--- src/rtl/pic_pkg.sv ---
// Shared definitions for the P8259IC interrupt path: acknowledge FSM states,
// default INTA timing and synchroniser depth.
package pic_pkg;

    typedef enum logic [2:0] {
        IDLE,
        PULSE1,
        GAP,
        PULSE2,
        HOLD,
        COOLDOWN
    } inta_state_e;

    localparam int PULSE_CYCLES_DEFAULT = 2;
    localparam int GAP_CYCLES_DEFAULT   = 2;
    localparam int COOLDOWN_CYCLES      = 2;
    localparam int SYNC_STAGES          = 2;
    localparam int CNT_W                = 4;

    typedef logic [CNT_W-1:0] dur_cnt_t;

    // A phase lasting n cycles is loaded with n-1 and exits on the cycle the count reads 0.
    function automatic dur_cnt_t dur_load(input int cycles);
        return dur_cnt_t'(cycles - 1);
    endfunction

endpackage

--- src/rtl/inta_sequencer_if.sv ---
// Controller-side INT/INTA/data bus plus CPU-side vector handshake of the
// acknowledge sequencer; master is the sequencer, slave is its environment.
interface inta_sequencer_if;

    logic       interrupt_to_cpu;
    logic       interrupt_enable;
    logic       interrupt_acknowledge_n;
    logic [7:0] data_bus_in;
    logic       data_bus_io;
    logic [7:0] vector_out;
    logic       vector_valid;
    logic       vector_ready;
    logic       vector_error;
    logic       busy;

    modport master (
        input  interrupt_to_cpu,
        input  interrupt_enable,
        input  data_bus_in,
        input  data_bus_io,
        input  vector_ready,
        output interrupt_acknowledge_n,
        output vector_out,
        output vector_valid,
        output vector_error,
        output busy
    );

    modport slave (
        output interrupt_to_cpu,
        output interrupt_enable,
        output data_bus_in,
        output data_bus_io,
        output vector_ready,
        input  interrupt_acknowledge_n,
        input  vector_out,
        input  vector_valid,
        input  vector_error,
        input  busy
    );

endinterface

--- src/rtl/int_synchronizer.sv ---
// Generic multi-flop synchroniser for asynchronous level inputs (INT and IR lines).
module int_synchronizer
    import pic_pkg::*;
#(
    parameter int WIDTH  = 1,
    parameter int STAGES = SYNC_STAGES
) (
    input  logic             clock,
    input  logic             reset,
    input  logic [WIDTH-1:0] async_in,
    output logic [WIDTH-1:0] sync_out
);

    logic [STAGES-1:0][WIDTH-1:0] sync_q;
    logic [STAGES-1:0][WIDTH-1:0] sync_d;

    always_comb begin
        sync_d = {sync_q[STAGES-2:0], async_in};
    end

    // NOTE: non-blocking assignments make every stage take the pre-edge value of
    // the stage before it; blocking ones would collapse the chain into one flop.
    always_ff @(posedge clock or posedge reset) begin
        if (reset) begin
            sync_q <= '0;
        end else begin
            sync_q <= sync_d;
        end
    end

    assign sync_out = sync_q[STAGES-1];

endmodule

--- src/rtl/inta_sequencer.sv ---
// 8086-style two-pulse INTA_n sequencer downstream of the P8259IC: synchronises INT,
// runs the pulse pair, captures the vector on the second pulse and hands it to the CPU.
module inta_sequencer
    import pic_pkg::*;
#(
    parameter int PULSE_CYCLES = PULSE_CYCLES_DEFAULT,
    parameter int GAP_CYCLES   = GAP_CYCLES_DEFAULT
) (
    input logic              clock,
    input logic              reset,
    inta_sequencer_if.master bus
);

    logic        int_sync;
    logic        cnt_done;
    inta_state_e state_q, state_d;
    dur_cnt_t    cnt_q, cnt_d;
    logic        inta_n_q, inta_n_d;
    logic [7:0]  vector_q, vector_d;
    logic        valid_q, valid_d;
    logic        error_q, error_d;
    logic        busy_q, busy_d;

    int_synchronizer #(
        .WIDTH (1),
        .STAGES(SYNC_STAGES)
    ) u_int_sync (
        .clock   (clock),
        .reset   (reset),
        .async_in(bus.interrupt_to_cpu),
        .sync_out(int_sync)
    );

    assign cnt_done = (cnt_q == '0);

    always_comb begin
        // NOTE: every signal driven here gets a default first, so no branch can
        // leave one unassigned and infer a latch.
        state_d  = state_q;
        cnt_d    = cnt_done ? cnt_q : cnt_q - dur_cnt_t'(1);
        vector_d = vector_q;
        error_d  = error_q;

        case (state_q)
            IDLE: begin
                if (int_sync && bus.interrupt_enable) begin
                    state_d = PULSE1;
                    cnt_d   = dur_load(PULSE_CYCLES);
                end
            end
            PULSE1: begin
                if (cnt_done) begin
                    state_d = GAP;
                    cnt_d   = dur_load(GAP_CYCLES);
                end
            end
            GAP: begin
                if (cnt_done) begin
                    state_d = PULSE2;
                    cnt_d   = dur_load(PULSE_CYCLES);
                end
            end
            PULSE2: begin
                // Only the second pulse carries a driven vector; the bus is never sampled in PULSE1.
                if (cnt_done) begin
                    state_d  = HOLD;
                    vector_d = bus.data_bus_in;
                    error_d  = bus.data_bus_io;
                end
            end
            HOLD: begin
                if (bus.vector_ready) begin
                    state_d = COOLDOWN;
                    cnt_d   = dur_load(COOLDOWN_CYCLES);
                end
            end
            COOLDOWN: begin
                if (cnt_done) begin
                    state_d = IDLE;
                end
            end
            default: state_d = IDLE;
        endcase

        // Outputs are decoded from the next state so they leave a flop aligned with it.
        inta_n_d = !(state_d == PULSE1 || state_d == PULSE2);
        valid_d  = (state_d == HOLD);
        busy_d   = (state_d != IDLE);
    end

    always_ff @(posedge clock or posedge reset) begin
        if (reset) begin
            state_q  <= IDLE;
            cnt_q    <= '0;
            inta_n_q <= 1'b1;
            vector_q <= 8'h00;
            valid_q  <= 1'b0;
            error_q  <= 1'b0;
            busy_q   <= 1'b0;
        end else begin
            state_q  <= state_d;
            cnt_q    <= cnt_d;
            inta_n_q <= inta_n_d;
            vector_q <= vector_d;
            valid_q  <= valid_d;
            error_q  <= error_d;
            busy_q   <= busy_d;
        end
    end

    assign bus.interrupt_acknowledge_n = inta_n_q;
    assign bus.vector_out              = vector_q;
    assign bus.vector_valid            = valid_q;
    assign bus.vector_error            = error_q;
    assign bus.busy                    = busy_q;

endmodule

--- src/flat_wrapper.sv ---
// flat-port wrapper written by rule: the top's interface ports become plain ports
module inta_sequencer_flat import pic_pkg::*;
#(
    parameter int PULSE_CYCLES = PULSE_CYCLES_DEFAULT,
    parameter int GAP_CYCLES   = GAP_CYCLES_DEFAULT
)
  (clock, reset, bus_interrupt_to_cpu, bus_interrupt_enable, bus_data_bus_in, bus_data_bus_io, bus_vector_ready, bus_interrupt_acknowledge_n, bus_vector_out, bus_vector_valid, bus_vector_error, bus_busy);
  inta_sequencer_if bus_i ();
  input logic clock;
  input logic reset;
  input wire logic [$bits(bus_i.interrupt_to_cpu)-1:0] bus_interrupt_to_cpu;
  input wire logic [$bits(bus_i.interrupt_enable)-1:0] bus_interrupt_enable;
  input wire logic [$bits(bus_i.data_bus_in)-1:0] bus_data_bus_in;
  input wire logic [$bits(bus_i.data_bus_io)-1:0] bus_data_bus_io;
  input wire logic [$bits(bus_i.vector_ready)-1:0] bus_vector_ready;
  output wire logic [$bits(bus_i.interrupt_acknowledge_n)-1:0] bus_interrupt_acknowledge_n;
  output wire logic [$bits(bus_i.vector_out)-1:0] bus_vector_out;
  output wire logic [$bits(bus_i.vector_valid)-1:0] bus_vector_valid;
  output wire logic [$bits(bus_i.vector_error)-1:0] bus_vector_error;
  output wire logic [$bits(bus_i.busy)-1:0] bus_busy;
  assign bus_i.interrupt_to_cpu = bus_interrupt_to_cpu;
  assign bus_i.interrupt_enable = bus_interrupt_enable;
  assign bus_i.data_bus_in = bus_data_bus_in;
  assign bus_i.data_bus_io = bus_data_bus_io;
  assign bus_i.vector_ready = bus_vector_ready;
  assign bus_interrupt_acknowledge_n = bus_i.interrupt_acknowledge_n;
  assign bus_vector_out = bus_i.vector_out;
  assign bus_vector_valid = bus_i.vector_valid;
  assign bus_vector_error = bus_i.vector_error;
  assign bus_busy = bus_i.busy;
  inta_sequencer #(.PULSE_CYCLES(PULSE_CYCLES), .GAP_CYCLES(GAP_CYCLES)) u_core (.clock(clock), .reset(reset), .bus(bus_i));
endmodule
--- config.mk ---
export PLATFORM = sky130hd
export DESIGN_NAME = inta_sequencer_flat
export DESIGN_NICKNAME = d
export VERILOG_FILES = /design/src/rtl/pic_pkg.sv /design/src/rtl/inta_sequencer_if.sv /design/src/rtl/int_synchronizer.sv /design/src/rtl/inta_sequencer.sv /design/src/flat_wrapper.sv
export SDC_FILE = /design/constraint.sdc
export NUM_CORES = 1
export LEC_CHECK = 0
export CAP_MARGIN = 20
export CORE_ASPECT_RATIO = 0.7
export CORE_MARGIN = 4
export CORE_UTILIZATION = 50
export CTS_CLUSTER_DIAMETER = 120
export DETAILED_ROUTE_END_ITERATION = 10
export PLACE_DENSITY_LB_ADDON = 0.25
export SKIP_LAST_GASP = 1
export SLEW_MARGIN = 30
export SYNTH_ARGS = -nofsm -noshare
export SYNTH_HDL_FRONTEND = slang
export SYNTH_SLANG_ARGS = --single-unit
--- constraint.sdc ---
create_clock -name clock -period 2.53 [get_ports clock]
set_input_delay 0.6325 -clock clock [delete_from_list [all_inputs] [get_ports clock]]
set_output_delay 0.6325 -clock clock [all_outputs]
set_load 0.05 [all_outputs]
## Word-level counts from Yosys, hierarchy flattened

Index checks and enable logic that the tools add are counted.

- Add/sub/neg operators: 1
- Multipliers: 0
- Divide/modulo/power cells: 0
- Magnitude comparators: 0
- Equal/unequal tests: 8
- Shift operators: 0
- Muxes and demuxes: 12
- Bitwise logic cells: 0
- Reductions and logical operators: 8

Operator list:

| cell | number |
|---|---|
| $mux 3 | 6 |
| $pmux 3 s6 | 1 |
| $mux 4 | 4 |
| $pmux 4 s3 | 1 |
| $eq 3x2->1 const B | 3 |
| $eq 3x3->1 const B | 3 |
| $eq 3x1->1 const B | 2 |
| $logic_not 4->1 | 1 |
| $sub 4x1->4 const B | 1 |
| $logic_not 3->1 | 1 |
| $reduce_bool 3->1 | 1 |
| $reduce_and 2->1 | 1 |
| $reduce_or 2->1 | 1 |
| $logic_and 1x1->1 | 1 |
| $logic_not 1->1 | 1 |
| $logic_or 1x1->1 | 1 |

- Register bits: 21
- Latch bits: 0
- Memory bits (writable): 0
- ROM bits: 0
- Output and inout port bits: 12
- Word-level logic and storage cells: 38
- Memories kept: 0

## Logic depth before layout (Yosys ltp)

Gate-level depths: netlist (run 1).

- Word-level depth: 6
- Gate-level depth with buffers: 7
- Depth with buffers taken out: 7

## Modules after synthesis

From an unflattened synthesis (run 1), not the netlist that was laid out.

- Cell total of the unflattened synthesis: 82
- Area total of the unflattened synthesis: 948.4 µm²

Modules (own cells, without submodules):

| module | times used | cells an instance | area each (µm²) |
|---|---|---|---|
| inta_sequencer | 1 | 79 | 894.6 |
| int_synchronizer | 1 | 3 | 53.8 |

## Worst setup path before layout (run 1)

Ideal clock, no wire load.

- Kind: reg2reg
- Start: reg u_core.cnt_q[0]
- End: reg u_core.error_q (netlist: u_core.bus.vector_error)
- Setup time: 0.125 ns
- Arrival time: 1.449 ns
- Data required time: 2.405 ns
- Slack: 0.956 ns
- Stages on the path, launching flop included: 7
- Buffers on the path: 1
- Cells stage by stage: dfrtp_1 > inv_1 > ha_1 > nor3b_4 > nand4_2 > buf_6 > mux2_4

- Longest elaborated chain between the ends: 2

Ends and longest elaborated chain:

| item | RTL line | text |
|---|---|---|
| start, declared | inta_sequencer.sv:17 | `dur_cnt_t cnt_q, cnt_d;` |
| start signal, assigned | inta_sequencer.sv:102 | `cnt_q <= cnt_d;` |
| $logic_not 4->1 | inta_sequencer.sv:34 | `assign cnt_done = (cnt_q == '0);` |
| $reduce_and 2->1 (no line) | - |  |
| end signal, assigned | inta_sequencer.sv:106 | `error_q <= error_d;` |
| end, declared | inta_sequencer.sv:21 | `logic error_q, error_d;` |

No other way between the ends.
A chain may end at the register's enable or synchronous reset.

## Worst setup path after layout (run 1)

- Start: reg u_core.inta_n_q (netlist: u_core.bus.interrupt_acknowledge_n)
- End: out bus_interrupt_acknowledge_n

RTL lines:

| item | RTL line | text |
|---|---|---|
| start, declared | inta_sequencer.sv:18 | `logic inta_n_q, inta_n_d;` |
| start signal, assigned | inta_sequencer.sv:103 | `inta_n_q <= inta_n_d;` |
| end, declared | flat_wrapper.sv:16 | `output wire logic [$bits(bus_i.interrupt_acknowledge_n)-1:0] bus_interrupt_acknowledge_n;` |

No word-level cell between the ends.

==> run summary, run 1 <==
Run status -> finished clean
Drt pass-1 iters -> 4
Detail Route Antenna Nets -> 0
Total count of max-transition violations in the final report -> 0
Maxcap violations -> 0
Startpoint types -> register
Mean area per synthesized cell -> 12.4 um^2
Clock network power share -> 0.100
Filler cell count in the final layout -> 152
Number of rows created at floorplan -> 13
Count of unique library cells instantiated by Yosys -> 30
Number of endpoints with negative hold slack in the final report -> 0
Starting DRT DRC Count -> 13
Top layer reached by signal wires -> met4
Critical path capture point type -> primary output
Sw frac -> 0.450
Capture point of the worst reg-to-reg path -> u_core.bus.vector_out[4]$_DFFE_PP0P_
Reported leakage power -> 0.559 nW
Routed met1 length -> 850 um
Die Ht -> 44.8 um
Core Area -> 1850 um^2
Number of storage elements in the synthesis netlist -> 21
Post-synthesis compound-gate area fraction -> 0.0995
Worst setup skew after layout -> 7.40 ps
Maximum frequency from static timing analysis -> 438 MHz
TritonCTS clock tree -> done
Final antenna diode count -> 0
Syn nets -> 94
Layout cells sized above 1 -> 0.173
Adder-cell area share of the yosys netlist -> 0.0258
Largest net degree at the start of global routing -> 22
Filler-free cell count of the finished design -> 126
Startpoint of the most critical register-to-register path -> u_core.cnt_q[1]$_DFF_PP0_
Grt total ovfl -> 0
First-pass GRT wire length -> 3.04 mm
Worst Hold Endpoint -> u_core.u_int_sync.sync_out$_DFF_PP0_
Maximum single-stage delay on the critical path -> 790 ps
Critical-path maximum fanout -> 1
Clock Path Buffers -> 2
Buffers plus inverters on the worst setup path -> 1
Detailed-route wire length per cell -> 15.2 um
Number of cells on the worst hold path -> 0
Antenna violations before repair -> 0
Fraction of the yosys area taken by sequential cells -> 0.544
Floorplan die width -> 60.6 um
Cells along the critical path -> clkdlybuf4s50_1
Power Dens Cells -> 1400 nW/um^2
Synth-to-Final Area Change -> 30.0%
Wire length on met2 -> 922 um
Number of standard cells after synthesis -> 78
Initial core utilization -> 0.522
Number of setup violations in the final report -> 0
Critical path arrival -> 1650 ps
Power Internal -> 0.968 mW
Cells resized by post-CTS repair -> 0
Aggregate routed wire length -> 1.91 mm
Clock root buffer master -> clkbuf_4
Setup Total Neg Slack -> 0 ps
Utilization after layout -> 0.679
Part of the total power dissipated in combinational logic -> 0.554
Net Sw Power -> 0.791 mW
Highest-delay cell along the critical path -> clkdlybuf4s50_1
Max-slew headroom -> 0.666
Total of buffers placed on input and output ports -> 25
Die Outline Area -> 2720 um^2
Length in cells of the worst reg-to-reg path -> 5
Mapped Area -> 968 um^2
Gp weighted congestion -> 0.793
Worst slack on hold paths -> 374 ps
Post-detailed-route via-to-cell ratio -> 5.46
Simple-gate portion of the synthesized area -> 0.120
Ports placed on the boundary -> 26
Final-stage net count -> 121
Cts-stage hold buffer count -> 0
Min Clock Period, post-route -> 2280 ps
Post-CTS clock slew at the launch and capture registers of the worst setup and hold paths -> 130 ps
# clock sinks -> 21
Residual DRC count -> 0
Total number of vias -> 688
FFs w/ async S/R, synth -> 1.00
Via count of the first global-routing pass -> 697
Clock latency reported for the late side of the worst-skew pair -> 320 ps
Portion of netlist area occupied by mux cells -> 0.147
CP top delay family -> buffers and inverters
Maximum vdd drop -> 949 uV
Dominant synthesized flop cell -> dfrtp_1
Dominant combinational cell family by area after synthesis -> multiplexers
Total of warnings raised by yosys -> 0
Number of enable-type register cells in the synthesized netlist -> 0
HP Start -> u_core.u_int_sync.sync_d[1]$_DFF_PP0_
Routed met3 length -> 93 um
TritonCTS Buffers -> 3
Global-route usage over all layers -> 0.157
Minimum setup slack among reg-to-reg paths -> 570 ps
Crit share post-route -> 0.902
Number of post-CTS setup repair buffers -> 0
Xor/xnor share of the synthesized area -> 0.0181
Category of the most critical setup path -> reg -> out
H-tree lvl count -> 1
Unrepaired setup endpoints after global routing -> no
Placed cell count -> 122
HPWL reported at the end of detailed placement -> 1.42 mm
CP required -> 1900 ps
Path type of the worst min-delay path -> reg -> reg
Relative contribution of sequential cells to total power -> 0.346
Slew of the pin with the lowest slew margin -> 499 ps
[synthesized netlist by cell type (2+ instances only)]
master	number	area share
a21oi_1	6	0.031
mux2_4	8	0.12
o311ai_0	2	0.018
buf_2	2	0.010
nor2_1	2	0.0078
o21ai_0	2	0.010
mux2_2	2	0.023
nand3b_1	2	0.015
dfrtp_1	20	0.52
inv_1	5	0.019
nand2_1	7	0.027
ha_1	2	0.026
[worst max-delay path by stage]
stage	cells after the start	startpoint	slack [ps]	endpoint
floorplan	6	u_core.cnt_q[0]$_DFF_PP0_	960	u_core.bus.vector_error$_DFFE_PP0P_
global placement	1	u_core.bus.interrupt_acknowledge_n$_DFF_PP1_	610	bus_interrupt_acknowledge_n
detailed placement	5	u_core.cnt_q[1]$_DFF_PP0_	570	u_core.bus.vector_out[5]$_DFFE_PP0P_
CTS	1	u_core.bus.interrupt_acknowledge_n$_DFF_PP1_	240	bus_interrupt_acknowledge_n
global route	1	u_core.bus.interrupt_acknowledge_n$_DFF_PP1_	210	bus_interrupt_acknowledge_n
finish	1	u_core.bus.interrupt_acknowledge_n$_DFF_PP1_	250	bus_interrupt_acknowledge_n
[power groups by stage]
stage | clock [mW] | sequential, mW | combinational (mW)
global placement | 0 | 0.605 | 0.958
detailed placement | 0 | 0.615 | 0.976
CTS | 0.179 | 0.608 | 0.981
floorplan | 0 | 0.886 | 0.428
global route | 0.191 | 0.628 | 1.04
finish | 0.176 | 0.609 | 0.973
[stage by stage]
stage / cell area (um^2) / setup WS [ps] / power, mW
after floorplan: 968 / 956 / 1.31
after global placement: 1230 / 613 / 1.56
after detailed placement: 1230 / 572 / 1.59
after CTS: 1260 / 238 / 1.77
after global routing: 1260 / 209 / 1.85
final: 1260 / 248 / 1.76
[metal layers]
metal	up-vias	GRT usage
met1	335	0.189
met2	16	0.249
met5	-	0
met4	0	0.0779
li1	330	-
met3	7	0.0543
[cells in the final DEF, fill, tap and decap left out]
master / instances
xor2_1: 1
dfstp_2: 1
mux2_4: 8
clkinvlp_4: 1
nor3b_4: 1
nor3_1: 1
o22ai_1: 1
o41ai_1: 1
nor3b_1: 1
o221ai_1: 1
and2_1: 1
or3_1: 1
ha_1: 2
buf_4: 1
nand3b_1: 2
nand3_1: 1
inv_1: 5
dfrtp_1: 20
nand4_2: 1
xnor2_1: 1
nor2_1: 2
nand2_1: 7
o211ai_1: 1
clkdlybuf4s50_1: 25
o21ai_0: 2
clkbuf_4: 3
o311ai_0: 2
a21oi_1: 6
nand2b_1: 1
a21o_1: 1
mux2_2: 2
[cell type report]
type | instances | area [um^2] | area share
clock buffers | 3 | 22.5 | 0.0179
clock inverters | 1 | 7.51 | 0.00596
inverters | 5 | 18.8 | 0.0149
multi-input cells | 48 | 398 | 0.316
flip-flops and latches | 21 | 527 | 0.418
well taps | 22 | 27.5 | 0.0219
repair buffers | 26 | 258 | 0.205
[cells by family after synthesis]
group,count (synthesis)
XOR/XNOR,2
buffers and inverters,9
adder cells (fa/ha/maj),2
AND/OR/NAND/NOR,19
multiplexers,10
flip-flops,21
AO/OA/AOI/OAI,15
[state kept, by name, summed over array words and instances, names as in the netlist]
name                                cells
u_core.bus.busy                         1
u_core.bus.interrupt_acknowledge_n      1
u_core.bus.vector_error                 1
u_core.bus.vector_out                   8
u_core.bus.vector_valid                 1
u_core.cnt_q                            4
u_core.state_q                          3
u_core.u_int_sync.sync_d                1
u_core.u_int_sync.sync_out              1
Note: power is estimated with default switching activity, not from simulation.
==> inputs of run 2 (changes only) <==
--- a/config.mk
+++ b/config.mk
@@ -8,9 +8,10 @@
 export CAP_MARGIN = 20
 export CORE_ASPECT_RATIO = 0.7
 export CORE_MARGIN = 4
-export CORE_UTILIZATION = 50
+export CORE_UTILIZATION = 46
 export CTS_CLUSTER_DIAMETER = 120
 export DETAILED_ROUTE_END_ITERATION = 10
+export MAX_ROUTING_LAYER = met4
 export PLACE_DENSITY_LB_ADDON = 0.25
 export SKIP_LAST_GASP = 1
 export SLEW_MARGIN = 30
==> constraint.sdc (replaced) <==
create_clock -name clock -period 2.6 [get_ports clock]
set_input_delay 0.65 -clock clock [delete_from_list [all_inputs] [get_ports clock]]
set_output_delay 0.65 -clock clock [all_outputs]
set_load 0.05 [all_outputs]
==> run 2 against run 1 <==
Count of clock-buffer cells in the layout increased by 1. Clock power decreased by 13%. First-iteration DRC count increased by 85%. Largest power group unchanged. Die area increased by 7.3%. Non-clock buffer count unchanged. Highest routed layer unchanged. Routed wire length decreased by 2.6%. Setup slack improved by 89 ps.
==> run summary, run 2 (synthesized netlist as in run 1, its figures left out) <==
Run status -> finished clean (unchanged)
Number of post-CTS setup repair buffers -> 0 (unchanged)
Number of endpoints with negative hold slack in the final report -> 0 (unchanged)
Total of buffers placed on input and output ports -> 25 (unchanged)
Floorplan die width -> 62.8 um (was 60.6 um)
Setup Total Neg Slack -> 0 ps (unchanged)
Total non-filler cell area in the finished layout -> 1250 um^2 (was 1260 um^2)
Most common cell after layout, fill and taps aside -> clkdlybuf4s50_1 (unchanged)
Via count of the first global-routing pass -> 644 (was 697)
# clock sinks -> 21 (unchanged)
Max-slew headroom -> 0.660 (was 0.666)
Starting DRT DRC Count -> 24 (was 13)
Filler cell count in the final layout -> 154 (was 152)
Min setup slack post-route -> 337 ps (was 248 ps)
Power Dens Cells -> 1350 nW/um^2 (was 1400 nW/um^2)
Drt pass-1 iters -> 4 (unchanged)
Number of rows created at floorplan -> 13 (unchanged)
Initial core utilization -> 0.505 (was 0.522)
Min Clock Period, post-route -> 2260 ps
Top library cells by usage in the layout, fill and taps aside -> clkdlybuf4s50_1, dfrtp_1, mux2_4, nand2_1, a21oi_1 (unchanged)
Clock Path Buffers -> 2 (unchanged)
Filler-free cell count of the finished design -> 126 (unchanged)
Clock root buffer master -> clkbuf_4 (unchanged)
Gp weighted congestion -> 0.818 (was 0.793)
Die Outline Area -> 2920 um^2 (was 2720 um^2)
Slew of the pin with the lowest slew margin -> 509 ps (was 499 ps)
Maximum single-stage delay on the critical path -> 790 ps (about the same)
Final total power -> 1.69 mW (was 1.76 mW)
Post-placement setup slack -> 643 ps (was 572 ps)
Register Area -> 527 um^2 (unchanged)
CP required -> 1950 ps (was 1900 ps)
Ports placed on the boundary -> 26 (unchanged)
Grt total ovfl -> 0 (unchanged)
Cts-stage hold buffer count -> 0 (unchanged)
Highest-delay cell along the critical path -> clkdlybuf4s50_1 (unchanged)
Largest net degree at the start of global routing -> 22 (unchanged)
Capture point of the worst reg-to-reg path -> u_core.bus.vector_out[1]$_DFFE_PP0P_ (was u_core.bus.vector_out[4]$_DFFE_PP0P_)
Buffers plus inverters on the worst setup path -> 1 (unchanged)
Total number of vias -> 687 (was 688)
First-pass GRT wire length -> 3.04 mm (unchanged)
Maxcap violations -> 0 (unchanged)
Antenna violations before repair -> 0 (unchanged)
Reported leakage power -> 0.560 nW (was 0.559 nW)
Crit share post-route -> 0.870
HPWL reported at the end of detailed placement -> 1.41 mm (was 1.42 mm)
Final-stage net count -> 121 (unchanged)
Detail Route Antenna Nets -> 0 (unchanged)
Startpoint types -> register (unchanged)
Clock latency reported for the late side of the worst-skew pair -> 300 ps (was 320 ps)
Critical-path maximum fanout -> 1 (unchanged)
Number of setup violations in the final report -> 0 (unchanged)
Category of the most critical setup path -> reg -> out (unchanged)
Critical path arrival -> 1610 ps (was 1650 ps)
Die Ht -> 46.4 um (was 44.8 um)
Post-CTS clock slew at the launch and capture registers of the worst setup and hold paths -> 110 ps (was 130 ps)
Path type of the worst min-delay path -> reg -> reg (unchanged)
Core Area -> 1920 um^2 (was 1850 um^2)
Critical path capture point type -> primary output (unchanged)
Flip-flop count of the largest register, all copies and words added -> 8 (unchanged)
Worst Hold Endpoint -> u_core.u_int_sync.sync_out$_DFF_PP0_ (unchanged)
Utilization after layout -> 0.654 (was 0.679)
CP top delay family -> buffers and inverters (unchanged)
Detailed-route wire length per cell -> 14.8 um (was 15.2 um)
Final antenna diode count -> 0 (unchanged)
Minimum setup slack among reg-to-reg paths -> 620 ps (was 570 ps)
Area used by multi-input combinational logic -> 398 um^2 (unchanged)
Worst slack on hold paths -> 378 ps (was 374 ps)
H-tree lvl count -> 1 (unchanged)
Layout cells sized above 1 -> 0.163 (was 0.173)
Startpoint of the most critical register-to-register path -> u_core.cnt_q[0]$_DFF_PP0_ (was u_core.cnt_q[1]$_DFF_PP0_)
Aggregate routed wire length -> 1.86 mm (was 1.91 mm)
Number of cells on the worst hold path -> 0 (unchanged)
Maximum vdd drop -> 616 uV (was 949 uV)
TritonCTS clock tree -> done (unchanged)
Synth-to-Final Area Change -> 29.6% (was 30.0%)
Unrepaired setup endpoints after global routing -> no (unchanged)
Post-detailed-route via-to-cell ratio -> 5.45 (was 5.46)
Instance area after placement -> 1230 um^2 (unchanged)
Maximum frequency from static timing analysis -> 442 MHz
Length in cells of the worst reg-to-reg path -> 5 (unchanged)
HP Start -> u_core.u_int_sync.sync_d[1]$_DFF_PP0_ (unchanged)
Placed cell count -> 122 (unchanged)
Total count of max-transition violations in the final report -> 0 (unchanged)
Worst setup skew after layout -> 6.58 ps (was 7.40 ps)
TritonCTS Buffers -> 3 (unchanged)
Residual DRC count -> 0 (unchanged)
Global-route usage over all layers -> 0.146 (was 0.157)
Cells along the critical path -> clkdlybuf4s50_1 (unchanged)
Cells resized by post-CTS repair -> 0 (unchanged)
-- run 2: area by class of cell --
cell class                 instances  share of cell area
timing repair buffer              26               0.205
multi-input combinational         48               0.317
inverter                           5              0.0150
sequential                        21               0.420
clock buffer                       4              0.0209
tap                               22              0.0219
-- run 2: how the worst max path moves through the flow --
stage	from	end	cells after the start
after floorplan	u_core.cnt_q[0]$_DFF_PP0_	u_core.bus.vector_error$_DFFE_PP0P_	6
after CTS	u_core.bus.interrupt_acknowledge_n$_DFF_PP1_	bus_interrupt_acknowledge_n	1
after detailed placement	u_core.cnt_q[0]$_DFF_PP0_	u_core.bus.vector_out[1]$_DFFE_PP0P_	5
after global routing	u_core.bus.interrupt_acknowledge_n$_DFF_PP1_	bus_interrupt_acknowledge_n	1
final	u_core.bus.interrupt_acknowledge_n$_DFF_PP1_	bus_interrupt_acknowledge_n	1
after global placement	u_core.bus.interrupt_acknowledge_n$_DFF_PP1_	bus_interrupt_acknowledge_n	1
-- run 2: power by group --
part / internal (mW) / switching, mW
clock network: 0.0598 / 0.0933
registers: 0.470 / 0.119
logic: 0.413 / 0.540
-- run 2: per-layer routing --
layer | global-route usage | part of all wire
met3 | 0.0561 | 0.051
met1 | 0.181 | 0.47
met2 | 0.227 | 0.47
met4 | 0.0395 | 0.0054
met5 | - | 0
==> inputs of run 3 (changes only) <==
--- a/config.mk
+++ b/config.mk
@@ -11,7 +11,6 @@
 export CORE_UTILIZATION = 46
 export CTS_CLUSTER_DIAMETER = 120
 export DETAILED_ROUTE_END_ITERATION = 10
-export MAX_ROUTING_LAYER = met4
 export PLACE_DENSITY_LB_ADDON = 0.25
 export SKIP_LAST_GASP = 1
 export SLEW_MARGIN = 30
==> run 3 against run 2 <==
Non-clock buffer count unchanged. Setup slack better by 5.0 ps. Fmax rose by 0.22%. Largest cell class unchanged. Cell count unchanged. Sequential power is essentially flat. Count of clock-buffer cells in the layout did not move. Power decreased by 0.29%. Hold slack better by 5.8 ps. Die area stayed put. Cell area did not move. Critical path type unchanged. Clock skew is 2.9 ps higher. Highest routed layer unchanged. Routed wire length fell by 1.2%.
==> run summary, run 3 (synthesized netlist as in run 1, its figures left out) <==
Maxcap violations -> 0 (unchanged)
Die Ht -> 46.4 um (unchanged)
Register Area -> 527 um^2 (unchanged)
Total count of max-transition violations in the final report -> 0 (unchanged)
CP required -> 1950 ps (about the same)
H-tree lvl count -> 1 (unchanged)
Via count of the first global-routing pass -> 646 (was 644)
TritonCTS Buffers -> 3 (unchanged)
Most common cell after layout, fill and taps aside -> clkdlybuf4s50_1 (unchanged)
Capture point of the worst reg-to-reg path -> u_core.bus.vector_out[1]$_DFFE_PP0P_ (unchanged)
Power Dens Cells -> 1350 nW/um^2 (about the same)
Length in cells of the worst reg-to-reg path -> 5 (unchanged)
Clock root buffer master -> clkbuf_4 (unchanged)
Critical path capture point type -> primary output (unchanged)
HPWL reported at the end of detailed placement -> 1.41 mm (unchanged)
First-pass GRT wire length -> 3.02 mm (was 3.04 mm)
Maximum vdd drop -> 616 uV (about the same)
Category of the most critical setup path -> reg -> out (unchanged)
Top library cells by usage in the layout, fill and taps aside -> clkdlybuf4s50_1, dfrtp_1, mux2_4, nand2_1, a21oi_1 (unchanged)
Startpoint types -> register (unchanged)
Filler cell count in the final layout -> 154 (unchanged)
Drt pass-1 iters -> 4 (unchanged)
Starting DRT DRC Count -> 18 (was 24)
Maximum frequency from static timing analysis -> 443 MHz (was 442 MHz)
Global-route usage over all layers -> 0.141 (was 0.146)
Detail Route Antenna Nets -> 0 (unchanged)
Ports placed on the boundary -> 26 (unchanged)
Crit share post-route -> 0.868 (was 0.870)
Number of setup violations in the final report -> 0 (unchanged)
Minimum setup slack among reg-to-reg paths -> 630 ps (was 620 ps)
Flip-flop count of the largest register, all copies and words added -> 8 (unchanged)
Path type of the worst min-delay path -> reg -> reg (unchanged)
Critical Path Stages -> 1 (unchanged)
Reported leakage power -> 0.560 nW (unchanged)
Post-detailed-route via-to-cell ratio -> 5.40 (was 5.45)
Clock latency reported for the late side of the worst-skew pair -> 300 ps (about the same)
Area used by multi-input combinational logic -> 398 um^2 (unchanged)
Buffers plus inverters on the worst setup path -> 1 (unchanged)
Number of post-CTS setup repair buffers -> 0 (unchanged)
Unrepaired setup endpoints after global routing -> no (unchanged)
Synth-to-Final Area Change -> 29.6% (unchanged)
Cts-stage hold buffer count -> 0 (unchanged)
Cells resized by post-CTS repair -> 0 (unchanged)
Maximum single-stage delay on the critical path -> 790 ps (about the same)
Largest net degree at the start of global routing -> 22 (unchanged)
Number of rows created at floorplan -> 13 (unchanged)
Floorplan die width -> 62.8 um (unchanged)
Detailed-route wire length per cell -> 14.6 um (was 14.8 um)
Total of buffers placed on input and output ports -> 25 (unchanged)
CP top delay family -> buffers and inverters (unchanged)
Antenna violations before repair -> 0 (unchanged)
Setup Total Neg Slack -> 0 ps (unchanged)
Worst setup path endpoint -> bus_interrupt_acknowledge_n (unchanged)
Crit. Startpoint -> u_core.bus.interrupt_acknowledge_n$_DFF_PP1_ (unchanged)
Max-slew headroom -> 0.660 (about the same)
Run status -> finished clean (unchanged)
Number of endpoints with negative hold slack in the final report -> 0 (unchanged)
Final antenna diode count -> 0 (unchanged)
Post-CTS clock slew at the launch and capture registers of the worst setup and hold paths -> 110 ps (about the same)
Min Clock Period, post-route -> 2260 ps (about the same)
Worst setup skew after layout -> 9.52 ps (was 6.58 ps)
Layout cells sized above 1 -> 0.163 (unchanged)
# clock sinks -> 21 (unchanged)
Clock Path Buffers -> 2 (unchanged)
Initial core utilization -> 0.505 (unchanged)
TritonCTS clock tree -> done (unchanged)
Die Outline Area -> 2920 um^2 (unchanged)
Final-stage net count -> 121 (unchanged)
Critical path arrival -> 1610 ps (about the same)
Core Area -> 1920 um^2 (unchanged)
Slew of the pin with the lowest slew margin -> 509 ps (about the same)
Total number of vias -> 681 (was 687)
Residual DRC count -> 0 (unchanged)
Gp weighted congestion -> 0.806 (was 0.818)
Grt total ovfl -> 0 (unchanged)
Final total power -> 1.69 mW (about the same)
Startpoint of the most critical register-to-register path -> u_core.cnt_q[0]$_DFF_PP0_ (unchanged)
Highest-delay cell along the critical path -> clkdlybuf4s50_1 (unchanged)
Aggregate routed wire length -> 1.84 mm (was 1.86 mm)
Critical-path maximum fanout -> 1 (unchanged)
Cells along the critical path -> clkdlybuf4s50_1 (unchanged)
==> run 3: cell counts in the layout (fill, tap and decap cells not counted) <==
Identical to the previous run, type by type.
==> run 3: worst min-delay path by stage <==
stage / startpoint / endpoint / slack [ps] / cells past startpoint
global placement: u_core.u_int_sync.sync_d[1]$_DFF_PP0_ / u_core.u_int_sync.sync_out$_DFF_PP0_ / 330 / 0
detailed placement: u_core.u_int_sync.sync_d[1]$_DFF_PP0_ / u_core.u_int_sync.sync_out$_DFF_PP0_ / 350 / 0
floorplan: u_core.u_int_sync.sync_d[1]$_DFF_PP0_ / u_core.u_int_sync.sync_out$_DFF_PP0_ / 330 / 0
CTS: u_core.u_int_sync.sync_d[1]$_DFF_PP0_ / u_core.u_int_sync.sync_out$_DFF_PP0_ / 390 / 0
finish: u_core.u_int_sync.sync_d[1]$_DFF_PP0_ / u_core.u_int_sync.sync_out$_DFF_PP0_ / 380 / 0
global route: u_core.u_int_sync.sync_d[1]$_DFF_PP0_ / u_core.u_int_sync.sync_out$_DFF_PP0_ / 400 / 0
==> run 3: worst reg2reg max path: cells and delay by family, from the launching register on <==
family,cells,cell delay [ps]
simple gates,2,730
mux,1,440
flops,1,420
fa+ha+maj,1,200
buf+inv,1,60
==> run 3: final cells by class <==
type | instances | area share
flip-flops and latches | 21 | 0.420
multi-input cells | 48 | 0.317
repair buffers | 26 | 0.205
well taps | 22 | 0.0219
clock buffers | 4 | 0.0209
inverters | 5 | 0.0150
==> run 3: metal layers <==
metal  part of all wire  global-route usage  vias to the layer above
met5                  0                   0                        -
met4             0.0054              0.0395                        0
met3              0.058              0.0561                        2
met2               0.48               0.229                       19
met1               0.46               0.179                      332
li1                   -                   -                      328
==> run 3: through the flow <==
step / area [um^2] / hold WS [ps] / util / cells / setup slack, ps
after floorplan: 968 / 331 / - / 78 / 1030
after global placement: 1230 / 334 / 0.640 / 122 / 668
after detailed placement: 1230 / 350 / 0.640 / 122 / 643
after CTS: 1250 / 389 / 0.654 / 126 / 323
after global routing: 1250 / 403 / 0.654 / 126 / 286
final: 1250 / 383 / 0.654 / 126 / 342
==> run 3: where the power goes <==
part           internal (mW)  switching [mW]  leakage (nW)
Clock                 0.0597          0.0912        0.0150
Sequential             0.470           0.120         0.248
Combinational          0.412           0.537         0.297
Total                  0.942           0.748         0.560
